`src/rtl/rc4_ksa_engine.sv`:
```
// RC4 key-scheduling engine driving a single-port S-array RAM.
// Optional S[k]=k fill, then the KSA swap loop for any key length, size and read latency.
module rc4_ksa_engine #(
  parameter int unsigned ADDR_W    = 8,
  parameter int unsigned KEY_BYTES = 3,
  parameter int unsigned RD_LAT    = 1
) (
  input  logic                   CLOCK_50,
  input  logic                   reset,
  input  logic [KEY_BYTES*8-1:0] secret_key,
  input  logic                   do_init,
  input  logic                   start,
  input  logic [7:0]             mem_rdata,
  output logic [ADDR_W-1:0]      mem_addr,
  output logic [7:0]             mem_wdata,
  output logic                   mem_we,
  output logic                   ready,
  output logic                   busy,
  output logic                   done
);

  localparam int unsigned KEY_W  = KEY_BYTES * 8;
  localparam int unsigned KIDX_W = (KEY_BYTES > 1) ? $clog2(KEY_BYTES) : 1;
  localparam int unsigned CNT_W  = (RD_LAT > 1) ? $clog2(RD_LAT) : 1;

  localparam logic [ADDR_W-1:0] I_LAST   = '1;
  localparam logic [KIDX_W-1:0] K_LAST   = KIDX_W'(KEY_BYTES - 1);
  localparam logic [CNT_W-1:0]  CNT_LAST = CNT_W'(RD_LAT - 1);

  localparam logic [3:0] IDLE    = 4'd0;
  localparam logic [3:0] INIT_WR = 4'd1;
  localparam logic [3:0] RD_I    = 4'd2;
  localparam logic [3:0] WAIT_I  = 4'd3;
  localparam logic [3:0] CALC_J  = 4'd4;
  localparam logic [3:0] RD_J    = 4'd5;
  localparam logic [3:0] WAIT_J  = 4'd6;
  localparam logic [3:0] WR_I    = 4'd7;
  localparam logic [3:0] WR_J    = 4'd8;
  localparam logic [3:0] DONE    = 4'd9;

  logic [3:0]        state_q, state_d;
  logic [ADDR_W-1:0] i_q, i_d;
  logic [ADDR_W-1:0] j_q, j_d;
  logic [KIDX_W-1:0] kidx_q, kidx_d;
  logic [KEY_W-1:0]  key_q, key_d;
  logic [7:0]        si_q, si_d;
  logic [7:0]        sj_q, sj_d;
  logic [CNT_W-1:0]  cnt_q, cnt_d;

  logic [7:0]        key_byte_c;
  logic [ADDR_W-1:0] j_next_c;
  logic              adv_c;

  // Key byte 0 is the most significant byte of the latched key
  always_comb begin
    key_byte_c = '0;
    for (int k = 0; k < int'(KEY_BYTES); k++) begin
      if (kidx_q == KIDX_W'(k)) key_byte_c = key_q[KEY_W-1-8*k -: 8];
    end
  end

  assign j_next_c = j_q + si_q[ADDR_W-1:0] + key_byte_c[ADDR_W-1:0];

  always_ff @(posedge CLOCK_50 or posedge reset) begin
    if (reset) begin
      state_q <= IDLE;
      i_q     <= '0;
      j_q     <= '0;
      kidx_q  <= '0;
      key_q   <= '0;
      si_q    <= '0;
      sj_q    <= '0;
      cnt_q   <= '0;
    end else begin
      state_q <= state_d;
      i_q     <= i_d;
      j_q     <= j_d;
      kidx_q  <= kidx_d;
      key_q   <= key_d;
      si_q    <= si_d;
      sj_q    <= sj_d;
      cnt_q   <= cnt_d;
    end
  end

  always_comb begin
    state_d = state_q;
    i_d     = i_q;
    j_d     = j_q;
    kidx_d  = kidx_q;
    key_d   = key_q;
    si_d    = si_q;
    sj_d    = sj_q;
    cnt_d   = cnt_q;
    adv_c   = 1'b0;
    case (state_q)
      IDLE: begin
        if (start) begin
          key_d   = secret_key;
          i_d     = '0;
          j_d     = '0;
          kidx_d  = '0;
          cnt_d   = '0;
          state_d = do_init ? INIT_WR : RD_I;
        end
      end
      INIT_WR: begin
        i_d = i_q + ADDR_W'(1);
        if (i_q == I_LAST) state_d = RD_I;
      end
      RD_I: begin
        cnt_d   = '0;
        state_d = WAIT_I;
      end
      WAIT_I: begin
        if (cnt_q == CNT_LAST) begin
          si_d    = mem_rdata;
          cnt_d   = '0;
          state_d = CALC_J;
        end else begin
          cnt_d = cnt_q + CNT_W'(1);
        end
      end
      CALC_J: begin
        j_d = j_next_c;
        if (j_next_c == i_q) adv_c = 1'b1;
        else                 state_d = RD_J;
      end
      RD_J: begin
        cnt_d   = '0;
        state_d = WAIT_J;
      end
      WAIT_J: begin
        if (cnt_q == CNT_LAST) begin
          sj_d    = mem_rdata;
          cnt_d   = '0;
          state_d = WR_I;
        end else begin
          cnt_d = cnt_q + CNT_W'(1);
        end
      end
      WR_I: state_d = WR_J;
      WR_J: adv_c = 1'b1;
      DONE: state_d = IDLE;
      default: state_d = IDLE;
    endcase

    // Iteration advance, shared by the skip and swap paths
    if (adv_c) begin
      if (i_q == I_LAST) begin
        state_d = DONE;
      end else begin
        i_d     = i_q + ADDR_W'(1);
        kidx_d  = (kidx_q == K_LAST) ? '0 : kidx_q + KIDX_W'(1);
        state_d = RD_I;
      end
    end
  end

  // Moore output decode
  always_comb begin
    mem_addr  = '0;
    mem_wdata = '0;
    mem_we    = 1'b0;
    ready     = 1'b0;
    busy      = 1'b1;
    done      = 1'b0;
    case (state_q)
      IDLE: begin
        ready = 1'b1;
        busy  = 1'b0;
      end
      INIT_WR: begin
        mem_addr  = i_q;
        mem_wdata = 8'(i_q);
        mem_we    = 1'b1;
      end
      RD_I, WAIT_I, CALC_J: mem_addr = i_q;
      RD_J, WAIT_J:         mem_addr = j_q;
      WR_I: begin
        mem_addr  = i_q;
        mem_wdata = sj_q;
        mem_we    = 1'b1;
      end
      WR_J: begin
        mem_addr  = j_q;
        mem_wdata = si_q;
        mem_we    = 1'b1;
      end
      DONE: begin
        busy = 1'b0;
        done = 1'b1;
      end
      default: busy = 1'b0;
    endcase
  end

endmodule

```
`config.mk`:
```
export PLATFORM = sky130hd
export DESIGN_NAME = rc4_ksa_engine
export DESIGN_NICKNAME = d
export VERILOG_FILES = /design/src/rtl/rc4_ksa_engine.sv
export SDC_FILE = /design/constraint.sdc
export NUM_CORES = 1
export LEC_CHECK = 0
export CAP_MARGIN = 30
export CORE_MARGIN = 2
export CORE_UTILIZATION = 55
export DETAILED_ROUTE_END_ITERATION = 7
export PLACE_DENSITY = 0.81
export SETUP_SLACK_MARGIN = 0.4
export SLEW_MARGIN = 20
export SYNTH_ARGS = -nofsm -noshare
export SYNTH_HDL_FRONTEND = slang
export SYNTH_SLANG_ARGS = --single-unit
```
`constraint.sdc`:
```
create_clock -name CLOCK_50 -period 5.8 [get_ports CLOCK_50]
set_clock_uncertainty 0.2 [all_clocks]
set_input_delay 1.16 -clock CLOCK_50 [delete_from_list [all_inputs] [get_ports CLOCK_50]]
set_output_delay 1.16 -clock CLOCK_50 [all_outputs]
set_load 0.05 [all_outputs]
```
# After elaboration in Yosys (flattened, before gate mapping)
# Cells that the tools add are included.
# word_totals
regBits,63
# classes
eq_ne,20
bitwise_logic,1
n_addsub,5
n_reduce_logical,16
n_mux,34
# ops
cell,n
2-to-1 mux 8 bit,7
case mux 8 bit (2 select lines),3
case mux 4 bit (9 select lines),1
2-to-1 mux 4 bit,7
case mux 8 bit (3 select lines),1
adder 8 bit,2
"equality test 4 x 3 -> 1 bit, second input constant",4
"inequality test 3 bit, second input constant",5
2-to-1 mux 2 bit,6
AND reduction 2 bit,5
"adder 8 x 1 -> 8 bit, second input constant",1
"equality test 4 x 2 -> 1 bit, second input constant",2
"equality test 4 bit, second input constant",2
equality test 8 bit,1
"equality test 8 bit, second input constant",1
OR reduction 8 bit,1
2-to-1 mux 1 bit,7
AND reduction 6 bit,1
OR reduction 3 bit,2
OR reduction 5 bit,1
"equality test 4 x 1 -> 1 bit, second input constant",1
zero test 4 bit,1
"inequality test 2 bit, second input constant",2
OR reduction 2 bit,2
other kinds (10),10

# Longest topological paths before layout
# logic_depth
word_depth,10
ltp_mapped,17
ltp_nobuf,15

# Least setup slack after synthesis
# No wires, ideal clock.
# synth_timing
kind,flip-flop to flip-flop
start,register kidx_q[0]
end,register i_q[7]
t_required_ps,5506
n_path_buf,2
slack_ps,1671
synth_period_minus_slack_ps,4129
arrival_ps,3835
setup_ps,94
path_stages_with_launch,16
path_cell_list,dfrtp_1 > buf_1 > mux2i_1 > o21ai_0 > fa_1 > ha_1 > inv_1 > fa_1 > xnor2_1 > or4_1 > nor3_2 > o2111ai_2 > a21oi_2 > buf_6 > o21bai_2 > a221oi_2
# synth_between
elab_chain_len,9
elab_cells_between_ends,11
# synth_lines
item,line,text
from (decl),44,"logic [KIDX_W-1:0] kidx_q, kidx_d;"
from (signal assigned),78,kidx_q <= kidx_d;
zero test 2 bit,58,if (kidx_q == KIDX_W'(k)) key_byte_c = key_q[KEY_W-1-8*k -: 8];
2-to-1 mux 8 bit (2 in a row),58,
2-to-1 mux 8 bit *,58,
adder 8 bit *,62,assign j_next_c = j_q + si_q[ADDR_W-1:0] + key_byte_c[ADDR_W-1:0];
equality test 8 bit *,126,if (j_next_c == i_q) adv_c = 1'b1;
2-to-1 mux 1 bit *,126,
case mux 1 bit (2 select lines) *,96,case (state_q)
2-to-1 mux 8 bit *,149,if (adv_c) begin
named net i_d[7],42,"logic [ADDR_W-1:0] i_q, i_d;"
to (signal assigned),76,i_q <= i_d;
to (decl),42,
# Mark *: on every way through the listed nets, which the timed path passes. The rest lies on a longest branch.
# A chain may end at the register's enable or synchronous reset.

# Final worst setup path
# layout_timing
start,register kidx_q[0]
end,register i_q[6]
# Same word-level chain as after synthesis.

==> results by group <==
CTS
  • TritonCTS Buffers: 9
  • Hold-fix buffer count after cts: 0
  • # clock sinks: 62
  • CTS tree: yes
  • Maximum clock insertion buffer count: 2
  • Clk_lat worst skew: 0.34 ns
  • Post-CTS Setup Inserts: 0
  • Worst-path clk slew: roughly 0.07 ns
  • Number of H-tree levels: 3
  • Post-CTS sizing: 0
  • CTS Root Cell: clkbuf_8

Setup path
  • Crit-path cells: nor2b_1 -> nand2_1 -> o21ai_0 -> fa_1 -> ha_1 -> inv_1 -> fa_1 -> xnor2_1 -> or4_1 -> nor3_2 -> o2111ai_2 -> a21oi_2 -> or2_1 -> a311oi_2
  • CP Capture Type: flip-flop
  • Required @ worst endpoint: approximately 5.8 ns
  • R2R Setup Slk: 0.80 ns
  • Crit path top cell by count: fa_1
  • Critical Path Start Type: flip-flop
  • Crit Path Max Fanout: 14
  • Worst path depth: 14
  • Critical R2R Launch: kidx_q[0]$_DFF_PP0_
  • Bufs and invs on worst path: 1
  • WP data arrival: approximately 5 ns
  • Critical R2R Capture: i_q[6]$_DFF_PP0_
  • CP Class: flip-flop to flip-flop
  • Worst path max stage delay: 0.56 ns
  • FF-to-FF path depth: 14
  • CP top delay family: simple AND/OR/NAND/NOR gates
  • Crit path max-delay cell type: dfrtp_1

Hold path
  • Hold Path Class: flip-flop to flip-flop
  • Hold Crit Depth: 2
  • HP Start: key_q[12]$_DFFE_PP0P_
  • Hold Path End: key_q[12]$_DFFE_PP0P_

Pwr
  • Lkg Pwr: 0.00202 uW
  • Worst vdd ir: approximately 0.36 mV
  • PD cells: 719 nW/um^2
  • Tot Pwr: 3250 uW

Drt
  • Final antenna-violating net count: 0
  • Detailed Route Iter0 Violations: 350
  • Vias per cell: 5.88
  • Routed wire length per instance: roughly 17 um
  • Residual DRC count: 0
  • Drt pass-1 iters: 5
  • Total wire length: around 8900 um
  • Via Count: 3114

Placed design
  • Port Buffers: 55
  • Placed Instances: 514
  • Final GP Congestion: 0.862
  • Post-DP HPWL: 6410 um

STA
  • Period utilization: 0.862
  • Pins Over Slew Limit: 0
  • Minimum clock period: 5.00 ns
  • Endpoints failing hold: 0
  • Hold Worst Slack: about 0.29 ns
  • Slew @ Worst Pin: 0.780 ns
  • Fin Setup TNS: 0 ns
  • Max frequency: approximately 200 MHz
  • Relative slew slack: 0.480
  • Setup violators final: 0
  • RSZ-0062 raised after global routing: false

Final layout
  • Antenna cell count: 0
  • Layout cells sized above 1: 0.122
  • Most frequent cells in the layout: nand2_1 (94), dfrtp_1 (62), clkdlybuf4s50_1 (55)
  • Commonest non-fill, non-tap cell in the layout: nand2_1
  • Final #Nets: between 400 and 500
  • Synth-to-Final Area Change: 20.7%
  • Final non-filler cell total: 530

GRT
  • Gr ovfl total: 0
  • GRT busiest layer: met2
  • Initial antenna violation count: 0
  • Largest net degree at the start of global routing: between 60 and 70
  • First-pass GRT wire length: 14500 um
  • Met3 GRT Util: 0.0495
  • Total GRT Usage: 0.252
  • GR Layer Usage met1: 0.349
  • M2 GR Usage: 0.397
  • Vias in the first global route: slightly below 3000

Job
  • Max Cap Violations: 0

Logic synthesis
  • Ys Warns: 0
  • Synthesis-stage register bit count: 62
  • Synth Area per Inst: around 9.4 um^2
  • Cell taking the most area after synthesis: dfrtp_1
  • Mapped Cells: 399
  • Synthesized area: 3740 um^2
  • Primary FF master, synth: dfrtp_1
  • Cell variety after synth: between 50 and 60
  • Post-synth net total: 450
  • Sequential share of the synthesized area: 0.415
  • Top cells by area, synth: dfrtp_1 (41%), nand2_1 (9.4%), mux2_2 (4.5%), fa_1 (4.3%), o21ai_0 (3.3%)
  • Synth top area share: 0.415
  • Number of synthesized flops with an enable pin: 0
  • Async SR Flop Fraction: 1.00

Die
  • Die Ht: between 80 and 90 um
  • Ports: 56
  • DIE WIDTH: 86.5 um
  • Row cnt: 30
  • Core area: 6680 um^2
  • Initial core utilization: 0.560
  • Die area: 7480 um^2

Status
  • Status: finished clean
flip-flops by register name, indices dropped and copies added, names as in the netlist:
register  cells
j_q           8
state_q       4
si_q          8
key_q        24
sj_q          8
kidx_q        2
i_q           8
power breakdown:
group          internal (uW)  total, uW  switching [uW]
logic                    885       2010            1130
clock network            198        372             174
registers                622        860             238
total                   1700       3250            1540
cell type report:
cell class	instances	area, um^2
clock buffers	10	128
clock inverters	6	61.3
fillers	565	2170
inverters	21	78.8
multi-input cells	291	2000
flip-flops and latches	62	1550
well taps	80	100
repair buffers	60	596
worst register-to-register path: stages, from the launching register on:
cell	delay, ns
dfrtp_1	0.56
nor2b_1	0.51
nand2_1	0.09
o21ai_0	0.12
fa_1	0.46
ha_1	0.23
inv_1	0.07
fa_1	0.45
xnor2_1	0.15
or4_1	0.52
nor3_2	0.15
o2111ai_2	0.19
a21oi_2	0.52
or2_1	0.48
a311oi_2	0.16
cell families (layout without fill, tap and decap cells):
logic type / count (synthesis) / after routing / share of synthesized area
simple gates: 153 / 153 / 0.185
compound gates: 82 / 82 / 0.165
flops: 62 / 62 / 0.415
buf+inv: 46 / 97 / 0.0508
mux: 23 / 23 / 0.0666
xor+xnor: 18 / 18 / 0.0515
fa+ha+maj: 15 / 15 / 0.0662
how the worst max path moves through the flow:
stage	start	endpoint	slack, ns
6_report	kidx_q[0]$_DFF_PP0_	i_q[6]$_DFF_PP0_	0.80
5_1_grt	kidx_q[0]$_DFF_PP0_	i_q[6]$_DFF_PP0_	0.49
4_1_cts	kidx_q[0]$_DFF_PP0_	i_q[6]$_DFF_PP0_	0.84
3_5_place_dp	kidx_q[0]$_DFF_PP0_	i_q[6]$_DFF_PP0_	0.86
3_3_place_gp	kidx_q[0]$_DFF_PP0_	i_q[6]$_DFF_PP0_	1.06
2_1_floorplan	kidx_q[0]$_DFF_PP0_	i_q[7]$_DFF_PP0_	1.67
synth_stat cells, drive strengths merged (3+ instances only):
library cell,instances
and2,6
mux2,15
nand2,95
o22ai,3
nand2b,3
inv,21
o21ai,32
a22o,6
fa,8
a221oi,5
a21oi,7
a22oi,5
xnor2,9
mux2i,8
dfrtp,62
nor3,5
ha,7
nor2b,3
xor2,7
a222oi,8
nor2,16
buf,7
nand3,9
and3,5
or2,5
clkbuf,18
a32oi,3
metal layers:
layer	share of wire	up-vias
met5	0	-
met4	0.024	0
met3	0.053	18
met2	0.48	119
met1	0.45	1503
li1	-	1474
per-stage QoR:
stage               instance area [um^2]  setup WS (ns)   util
global placement                    4310           1.06  0.645
global route                        4510          0.486  0.675
detailed placement                  4320          0.857  0.647
CTS                                 4510          0.840  0.675
finish                              4510          0.798  0.675
floorplan                           3740           1.67      -
Power figures use the tool's default switching activity.
